`src/rtl/cc_packer_if.sv`:
```
// Handshake bundle for cc_packer: symbol input with flush request, and
// packed word output with length tag and running word count.
interface cc_packer_if #(
  parameter int SYM_W = 2,
  parameter int SYMS  = 8
);
  localparam int OUT_W = SYM_W * SYMS;
  localparam int LEN_W = $clog2(SYMS) + 1;

  logic [SYM_W-1:0] in_data;
  logic             in_valid;
  logic             in_ready;
  logic             flush_req;
  logic [OUT_W-1:0] out_data;
  logic [LEN_W-1:0] out_len;
  logic             out_valid;
  logic             out_ready;
  logic [15:0]      word_cnt;

  // Producer/consumer side that drives symbols and accepts words.
  modport master (
    output in_data, in_valid, flush_req, out_ready,
    input  in_ready, out_data, out_len, out_valid, word_cnt
  );

  // The packer itself.
  modport slave (
    input  in_data, in_valid, flush_req, out_ready,
    output in_ready, out_data, out_len, out_valid, word_cnt
  );
endinterface

```
`src/rtl/cc_packer.sv`:
```
// Packs SYMS cc symbols LSB-first into OUT_W-bit words, buffers completed
// words in a first-word-fall-through FIFO, and emits zero-padded partial
// words on flush_req tagged with their symbol count.
module cc_packer #(
  parameter int SYM_W = 2,
  parameter int SYMS  = 8,
  parameter int DEPTH = 2
) (
  input  logic       clk,
  input  logic       rst,
  cc_packer_if.slave bus
);
  localparam int OUT_W = SYM_W * SYMS;
  localparam int LEN_W = $clog2(SYMS) + 1;
  localparam int PTR_W = (DEPTH > 1) ? $clog2(DEPTH) : 1;
  localparam int CNT_W = $clog2(DEPTH + 1);

  localparam logic [LEN_W-1:0] LAST_SLOT = LEN_W'(SYMS - 1);
  localparam logic [LEN_W-1:0] FULL_LEN  = LEN_W'(SYMS);
  localparam logic [CNT_W-1:0] FULL_CNT  = CNT_W'(DEPTH);
  localparam logic [PTR_W-1:0] LAST_PTR  = PTR_W'(DEPTH - 1);

  typedef enum logic {FILL, FLUSH_PEND} state_t;

  state_t           state, state_d;
  logic [OUT_W-1:0] acc, acc_d, acc_with;
  logic [LEN_W-1:0] slot, slot_d, slot_after;
  logic             in_ready, accept;
  logic             push, pop, room, out_valid;
  logic [OUT_W-1:0] push_data;
  logic [LEN_W-1:0] push_len;

  logic [OUT_W-1:0] mem_data [DEPTH];
  logic [LEN_W-1:0] mem_len  [DEPTH];
  logic [PTR_W-1:0] rd_ptr, wr_ptr;
  logic [CNT_W-1:0] fifo_cnt;
  logic [15:0]      word_cnt;

  assign out_valid     = (fifo_cnt != '0);
  assign pop           = out_valid & bus.out_ready;
  // A pop in the same cycle frees the slot the push needs.
  assign room          = (fifo_cnt < FULL_CNT) | pop;

  assign bus.in_ready  = in_ready;
  assign bus.out_valid = out_valid;
  assign bus.out_data  = out_valid ? mem_data[rd_ptr] : '0;
  assign bus.out_len   = out_valid ? mem_len[rd_ptr]  : '0;
  assign bus.word_cnt  = word_cnt;

  // Next-state, accumulator update and push decision.
  always_comb begin
    // NOTE: every output gets a default first so no path leaves one unassigned (no latches).
    state_d    = state;
    acc_d      = acc;
    slot_d     = slot;
    acc_with   = acc;
    slot_after = slot;
    in_ready   = 1'b0;
    accept     = 1'b0;
    push       = 1'b0;
    push_data  = acc;
    push_len   = slot;
    case (state)
      FILL: begin
        // The last slot completes a word, so it needs a free FIFO entry.
        in_ready = (slot < LAST_SLOT) | room;
        accept   = bus.in_valid & in_ready;
        if (accept) begin
          for (int k = 0; k < SYMS; k++) begin
            if (slot == LEN_W'(k)) acc_with[k*SYM_W +: SYM_W] = bus.in_data;
          end
          slot_after = slot + LEN_W'(1);
        end
        acc_d  = acc_with;
        slot_d = slot_after;
        if (accept && slot == LAST_SLOT) begin
          push      = 1'b1;
          push_data = acc_with;
          push_len  = FULL_LEN;
          acc_d     = '0;
          slot_d    = '0;
        end else if (bus.flush_req && slot_after != '0) begin
          if (room) begin
            push      = 1'b1;
            push_data = acc_with;
            push_len  = slot_after;
            acc_d     = '0;
            slot_d    = '0;
          end else begin
            state_d = FLUSH_PEND;
          end
        end
      end
      FLUSH_PEND: begin
        if (room) begin
          push    = 1'b1;
          acc_d   = '0;
          slot_d  = '0;
          state_d = FILL;
        end
      end
      default: state_d = FILL;
    endcase
  end

  // State, accumulator and word counter registers.
  always_ff @(posedge clk) begin
    // NOTE: sequential state uses non-blocking assignments; the comb block above uses blocking.
    if (rst) begin
      state    <= FILL;
      acc      <= '0;
      slot     <= '0;
      word_cnt <= '0;
    end else begin
      state <= state_d;
      acc   <= acc_d;
      slot  <= slot_d;
      if (push) word_cnt <= word_cnt + 16'd1;
    end
  end

  // FIFO pointers and occupancy.
  always_ff @(posedge clk) begin
    if (rst) begin
      rd_ptr   <= '0;
      wr_ptr   <= '0;
      fifo_cnt <= '0;
    end else begin
      if (push) wr_ptr <= (wr_ptr == LAST_PTR) ? '0 : wr_ptr + PTR_W'(1);
      if (pop)  rd_ptr <= (rd_ptr == LAST_PTR) ? '0 : rd_ptr + PTR_W'(1);
      case ({push, pop})
        2'b10:   fifo_cnt <= fifo_cnt + CNT_W'(1);
        2'b01:   fifo_cnt <= fifo_cnt - CNT_W'(1);
        default: fifo_cnt <= fifo_cnt;
      endcase
    end
  end

  // FIFO storage write port.
  always_ff @(posedge clk) begin
    // NOTE: storage is not reset; fifo_cnt gates it and the outputs are forced to 0 when empty.
    if (push) begin
      mem_data[wr_ptr] <= push_data;
      mem_len[wr_ptr]  <= push_len;
    end
  end
endmodule

```
`src/flat_wrapper.sv`:
```
// flat-port wrapper written by rule: the top's interface ports become plain ports
module cc_packer_flat 
#(
  parameter int SYM_W = 2,
  parameter int SYMS  = 8,
  parameter int DEPTH = 2
)
  (clk, rst, bus_in_data, bus_in_valid, bus_flush_req, bus_out_ready, bus_in_ready, bus_out_data, bus_out_len, bus_out_valid, bus_word_cnt);
  cc_packer_if #(.SYM_W(SYM_W), .SYMS(SYMS)) bus_i ();
  input  logic clk;
  input  logic rst;
  input wire logic [$bits(bus_i.in_data)-1:0] bus_in_data;
  input wire logic [$bits(bus_i.in_valid)-1:0] bus_in_valid;
  input wire logic [$bits(bus_i.flush_req)-1:0] bus_flush_req;
  input wire logic [$bits(bus_i.out_ready)-1:0] bus_out_ready;
  output wire logic [$bits(bus_i.in_ready)-1:0] bus_in_ready;
  output wire logic [$bits(bus_i.out_data)-1:0] bus_out_data;
  output wire logic [$bits(bus_i.out_len)-1:0] bus_out_len;
  output wire logic [$bits(bus_i.out_valid)-1:0] bus_out_valid;
  output wire logic [$bits(bus_i.word_cnt)-1:0] bus_word_cnt;
  assign bus_i.in_data = bus_in_data;
  assign bus_i.in_valid = bus_in_valid;
  assign bus_i.flush_req = bus_flush_req;
  assign bus_i.out_ready = bus_out_ready;
  assign bus_in_ready = bus_i.in_ready;
  assign bus_out_data = bus_i.out_data;
  assign bus_out_len = bus_i.out_len;
  assign bus_out_valid = bus_i.out_valid;
  assign bus_word_cnt = bus_i.word_cnt;
  cc_packer #(.SYM_W(SYM_W), .SYMS(SYMS), .DEPTH(DEPTH)) u_core (.clk(clk), .rst(rst), .bus(bus_i));
endmodule
```
`config.mk`:
```
export PLATFORM = sky130hd
export DESIGN_NAME = cc_packer_flat
export DESIGN_NICKNAME = d
export VERILOG_FILES = /design/src/rtl/cc_packer_if.sv /design/src/rtl/cc_packer.sv /design/src/flat_wrapper.sv
export SDC_FILE = /design/constraint.sdc
export NUM_CORES = 1
export LEC_CHECK = 0
export CORE_MARGIN = 2
export CORE_UTILIZATION = 55
export DETAILED_ROUTE_END_ITERATION = 8
export DONT_BUFFER_PORTS = 1
export PLACE_DENSITY = 0.73
export SLEW_MARGIN = 20
export SYNTH_ARGS = -nofsm -noshare
export SYNTH_HDL_FRONTEND = slang
export SYNTH_SLANG_ARGS = --single-unit
```
`constraint.sdc`:
```
create_clock -name clk -period 3.8 [get_ports clk]
set_input_delay 0.76 -clock clk [delete_from_list [all_inputs] [get_ports clk]]
set_output_delay 0.76 -clock clk [all_outputs]
set_load 0.01 [all_outputs]
```
# == Yosys cells after proc, flatten, opt, wreduce, memory -nomap -nowiden ==
# Memory sizes are Yosys's and may differ from the RTL's. A register that Yosys moved wholly into a read port is not among the register bits.
# Cells that the tools add are included.
# totals
input_bits,7
word_cells,87
rom_bits,0
mem_count,2
reg_bits,41
ram_bits,40
latch_bits,0
out_inout_bits,38
# mem_list
memory,depth,width,read_ports,rd_ports_with_merged_regs,write_ports,line_no,source
u_core.mem_data,2,16,1,1,1,cc_packer.sv:33,logic [OUT_W-1:0] mem_data [DEPTH];
u_core.mem_len,2,4,1,1,1,cc_packer.sv:34,logic [LEN_W-1:0] mem_len [DEPTH];
# classes
n_addsub,6
n_eq_ne,10
div_mod_pow,0
reduce_logical,6
order_cmp,2
n_mux,49
mul,0
n_bitwise,5
shift,0
# op_table
cell,count
$mux W16,10
$mux W4,11
$pmux W16 S2,1
$add A16 B1 Y16 const B,1
$eq A4 B3 Y1 const B,4
$mux W2,8
$mux W1,15
$eq A4 B2 Y1 const B,2
$pmux W4 S2,1
$add A4 B1 Y4 const B,1
$eq A4 B1 Y1 const B,1
$logic_not A4 Y1,1
$lt A4 B3 Y1 const B,1
$pmux W1 S2,2
$pmux W2 S2,1
$reduce_bool A2 Y1,2
$reduce_bool A4 Y1,1
$add A1 B1 Y1 const B,2
$add A2 B1 Y2 const B,1
$and A1 B1 Y1,2
$eq A2 B1 Y1 const B,1
$eq A2 B2 Y1 const B,1
$logic_and A1 B1 Y1,2
$lt A2 B2 Y1 const B,1
4 further kinds,5

# == Logic depth before layout (Yosys ltp) ==
# depth
depth_word,14
ltp_mapped,13
mapped_depth_nobuf,12

# == Worst setup path before layout ==
# OpenSTA, ideal clock, no wires.
# synth_timing
path_kind,input port to flip-flop
startpoint,input port bus_in_valid
endpoint,"memory u_core.mem_data[1][0] (netlist name), enable pin"
path_buffers,3
setup_ns,0.430
cell_stages,8
t_arrival_ns,3.541
t_required_ns,3.370
slack_ns,-0.172
path_cell_list,clkbuf_8 -> nand2_1 -> or4_1 -> clkbuf_2 -> nor2_4 -> a21oi_2 -> clkbuf_8 -> a21boi_0
# synth_between
elab_chain_len,10
elab_cells_between_ends,11
classes_between,mux (7); bitwise (1); reduce/logical (3)
# synth_lines
item,line_no,source
"start, declared",flat_wrapper.sv:13,input wire logic [$bits(bus_i.in_valid)-1:0] bus_in_valid;
$and A1 B1 Y1 *,cc_packer.sv:67,accept = bus.in_valid & in_ready;
$mux W4,cc_packer.sv:68,if (accept) begin
$mux W4,cc_packer.sv:63,case (state)
$reduce_bool A4 Y1,cc_packer.sv:82,end else if (bus.flush_req && slot_after != '0) begin
$logic_and A1 B1 Y1,cc_packer.sv:82,
$mux W1,cc_packer.sv:82,
$mux W1 *,cc_packer.sv:76,if (accept && slot == LAST_SLOT) begin
$pmux W1 S2 *,cc_packer.sv:63,
$mux W1 *,cc_packer.sv:142,if (push) begin
$mux W1 (implied by the code) *,cc_packer.sv:143,mem_data[wr_ptr] <= push_data;
"end, declared",cc_packer.sv:33,
# Mark *: on every way between the ends. The rest lies on a longest branch, timed or not. The select of a mux whose other input is x is not followed.

# == Final worst setup path ==
# layout_timing
startpoint,register u_core.slot[0]
endpoint,register u_core.fifo_cnt[1]
# layout_between
elab_chain_len,12
elab_cells_between_ends,17
classes_between,add/sub (1); order compare (1); eq/ne (3); mux (6); bitwise (2); reduce/logical (4)
# layout_lines
item,line_no,source
"start, declared",cc_packer.sv:27,"logic [LEN_W-1:0] slot, slot_d, slot_after;"
"start signal, assigned",cc_packer.sv:117,slot <= slot_d;
$lt A4 B3 Y1,cc_packer.sv:66,in_ready = (slot < LAST_SLOT) | room;
$or A1 B1 Y1,cc_packer.sv:66,
$and A1 B1 Y1,cc_packer.sv:67,
$mux W4,cc_packer.sv:68,
$mux W4,cc_packer.sv:63,
$reduce_bool A4 Y1,cc_packer.sv:82,
$logic_and A1 B1 Y1,cc_packer.sv:82,
$mux W1,cc_packer.sv:82,
$mux W1 *,cc_packer.sv:76,
$pmux W1 S2 *,cc_packer.sv:63,
$eq A2 B1 Y1 / $eq A2 B2 Y1 (equally long branches),cc_packer.sv:131,"case ({push, pop})"
$pmux W2 S2 / $reduce_bool A2 Y1 (equally long branches),n/a,
"end signal, assigned",cc_packer.sv:132,2'b10: fifo_cnt <= fifo_cnt + CNT_W'(1);
"end signal, assigned",cc_packer.sv:133,2'b01: fifo_cnt <= fifo_cnt - CNT_W'(1);
"end signal, assigned",cc_packer.sv:134,default: fifo_cnt <= fifo_cnt;
"end, declared",cc_packer.sv:36,logic [CNT_W-1:0] fifo_cnt;
# Marked as above.
# A chain may end at the register's enable or synchronous reset.

==> metrics.yaml <==
outcome:
  status: "finished, final reports clean"
finish:
  register_area_um2: 2040
  stdcell_area_um2: 4320
  syn2layout_area_growth_pct: 5.73
  fin_util: 0.599
  drive_above_1_share: 0.179
  nNetsFinal: 393
  fillers: 608
  diodes: 0
  multiInputGateArea_um2: 1840
placement:
  hpwl_um: 5230
  placed_area_um2: 4100
  numPortBuffers: 0
  place.gp.congestion: 0.903
critical_path:
  critPathMaxStageDelay_ns: 0.54
  crit_path_end: "u_core.fifo_cnt[1]$_SDFFE_PP0P_"
  crit_cells: 10
  critPathLaunchType: "flip-flop"
  rr_startpoint: "u_core.slot[0]$_SDFFE_PP0P_"
  reg2reg_slack_ns: 0.71
  cp-startpoint: "u_core.slot[0]$_SDFFE_PP0P_"
  crit_type: "reg -> reg"
  rr_worst_depth: 10
  cp_top_family: "simple AND/OR/NAND/NOR gates"
  path_max_fanout: 18
  crit_path_top_delay_cell: "or4_4"
  crit_arrival_ns: 3.38
  required_ns: 4.09
  path_buf_inv: 1
  worstPathCellList: "ha_1 > nand2_1 > or4_4 > a32o_2 > nand3_4 > nand2_1 > inv_1 > ha_1 > or3_1 > a21oi_1"
  r2r-end: "u_core.fifo_cnt[1]$_SDFFE_PP0P_"
  cp-end-kind: "flip-flop"
floorplan:
  dieArea_um2: 8130
  start_util: 0.566
  core_area_um2: 7210
  rows: 31
  die_w_um: 90.2
  ios: 45
  die-height_um: 90.2
clock_network:
  htreeDepth: 3
  clock-sinks: 82
  clock_path_buffers: 2
  clkTransAtPathRegs_ns: 0.08
  postCtsHoldBufs: 0
  post_cts_buffers: 0
  cts_tree: "built"
  cts-root-buf: "clkbuf_8"
  numCtsBuffers: 9
  cts_resized: 0
  clock_latency_ns: 0.36
logic_synthesis:
  seq_area_frac_synth: 0.500
  syn_inst: 382
  avgSynthCellArea_um2: 10.7
  synth_edf_count: 40
  synth_top_flop_cell: "dfxtp_1"
  netlist_area_um2: 4080
  synth-seq-cells: 82
  ys_types: 55
  ys_async_sr_fraction: 0
  yosysWarnings: 0
  synth.net_count: 395
power:
  power_mw: 2.23
  power.density_nw_per_um2: 517
  power_leakage_nw: 1.65
  ir_drop_mv: 0.198
min_path:
  hp-class: "reg -> reg"
  min_delay_path_depth: 1
global_routing:
  grtUsageTotal: 0.198
  grt_pass1_vias: 2607
  grt_pass1_wl_um: 13000
  antenna_found_initial: 0
  grt_max_degree: 43
  overflow: 0
flow_run:
  maxCapViolCount: 0
drt:
  met1_length_um: 3500
  met2_length_um: 3600
  wirelength_um: 7600
  drt_pass1_iterations: 4
  topRoutingLayerUsed: "met4"
  post-route-drc-count: 0
  num_vias: 2743
  wl_per_cell_um: 15.7
  met3_length_um: 387
  drt_iter0_drc: 104
  drtAntennaViolNets: 0
  vias_per_cell: 5.67
sta:
  clock-skew-final_ns: 0.00729
  tns_ns: 0
  max_freq_mhz: 324
  slew_violations: 0
  maxSlewHeadroom: 0.554
  setup_violations: 0
  post-route-min-period_ns: 3.09
  final-hold-violation-count: 0
  period_share: 0.813
  tightest_slew_ns: 0.665
  grt_setup_unrepaired: "false"
==> worst min-delay path by stage <==
stage                                startpoint                         endpoint  slack, ns
finish              u_core.acc[10]$_SDFFE_PP0P_      u_core.acc[10]$_SDFFE_PP0P_       0.47
CTS                                         rst                        flip-flop       0.45
detailed placement  u_core.acc[12]$_SDFFE_PP0P_      u_core.acc[12]$_SDFFE_PP0P_       0.44
global placement    u_core.acc[12]$_SDFFE_PP0P_      u_core.acc[12]$_SDFFE_PP0P_       0.44
floorplan            u_core.acc[0]$_SDFFE_PP0P_       u_core.acc[0]$_SDFFE_PP0P_       0.43
global route                                rst  u_core.fifo_cnt[1]$_SDFFE_PP0P_       0.45
==> per-layer routing <==
metal  GRT usage  vias up
met2       0.318       67
met1       0.257     1295
met5           0        -
met4      0.0782        0
li1            -     1370
met3      0.0520       11
==> Yosys cell counts, types with 2 or more instances <==
cell       instances  area (µm²)
nor2_1            57         214
dfxtp_1           42         841
edfxtp_1          40        1200
mux2_2            27         304
nand2_1           24        90.1
mux2i_1           20         200
a21oi_1           16        80.1
inv_1             14        52.6
o2bb2ai_1         14         123
o21ai_0           13        65.1
nand3_1           11        55.1
nor2b_1           11        68.8
clkbuf_1           8        30.0
clkbuf_8           7        96.3
ha_1               6        75.1
nor3_1             6        30.0
nand4_1            5        31.3
a211oi_1           4        30.0
and2b_2            4        35.0
mux2_1             4        45.0
a21boi_0           3        22.5
and3_2             3        22.5
nor3b_1            3        22.5
a21o_1             2        15.0
and2_2             2        15.0
and3_1             2        12.5
o21ai_1            2        10.0
o22ai_1            2        12.5
o31ai_1            2        15.0
or2b_2             2        17.5
xnor2_1            2        17.5
==> area by class of cell <==
| cell class | count | area share |
|---|---|---|
| clock buffer | 10 | 0.0296 |
| clock inverter | 6 | 0.0212 |
| inverter | 15 | 0.0130 |
| multi-input combinational | 267 | 0.426 |
| sequential | 82 | 0.473 |
| tap | 99 | 0.0287 |
| timing repair buffer | 5 | 0.00869 |
==> cell usage in the layout (no fill, tap or decap), types with 2 or more instances in the layout <==
| master | instances |
|---|---|
| a21oi_1 | 16 |
| mux2i_1 | 20 |
| o31ai_1 | 2 |
| edfxtp_1 | 40 |
| nand4_1 | 5 |
| a21boi_0 | 2 |
| and2b_2 | 4 |
| ha_1 | 6 |
| nand2_1 | 24 |
| nor3_1 | 6 |
| o2bb2ai_1 | 14 |
| and2_2 | 2 |
| a211oi_1 | 4 |
| o21ai_1 | 2 |
| and3_2 | 3 |
| dfxtp_1 | 42 |
| mux2_2 | 27 |
| o22ai_1 | 2 |
| a21o_1 | 2 |
| buf_4 | 5 |
| bufinv_16 | 2 |
| nand3_1 | 11 |
| clkinv_4 | 3 |
| nor3b_1 | 3 |
| and3_1 | 2 |
| inv_1 | 14 |
| o21ai_0 | 13 |
| nor2_1 | 57 |
| or2b_2 | 2 |
| mux2_1 | 4 |
| nor2b_1 | 11 |
| xnor2_1 | 2 |
| clkbuf_8 | 9 |
==> state kept, by name (all words and copies together) (netlist names), 2 cells and up, named ones only <==
name                 flops
u_core.acc              16
u_core.bus.word_cnt     16
u_core.fifo_cnt          2
u_core.mem_data         32
u_core.mem_len           8
u_core.slot              4
==> logic make-up (layout without fill, tap and decap cells) <==
logic type               count (synthesis)  after routing  share of synthesized area
AND/OR/NAND/NOR                        140            140                      0.173
flip-flops                              82             82                      0.500
buffers and inverters                   33             36                     0.0505
XOR/XNOR                                 3              3                    0.00643
multiplexers                            51             51                      0.134
adder cells (fa/ha/maj)                  6              6                     0.0184
AO/OA/AOI/OAI                           67             67                      0.117
==> metrics by stage <==
step / hold slack (ns) / setup WS (ns) / cells
global route: 0.451 / 0.501 / 484
floorplan: 0.427 / 0.380 / 382
CTS: 0.446 / 0.721 / 484
detailed placement: 0.443 / 0.703 / 468
finish: 0.466 / 0.709 / 484
global placement: 0.442 / 0.764 / 468
==> report_power, final <==
group	switching [mW]	internal, mW	leakage [nW]
Sequential	0.0373	1.01	0.726
Combinational	0.328	0.166	0.814
Clock	0.320	0.372	0.110
Total	0.685	1.55	1.65
No activity file was read; power rests on OpenSTA's default activity.
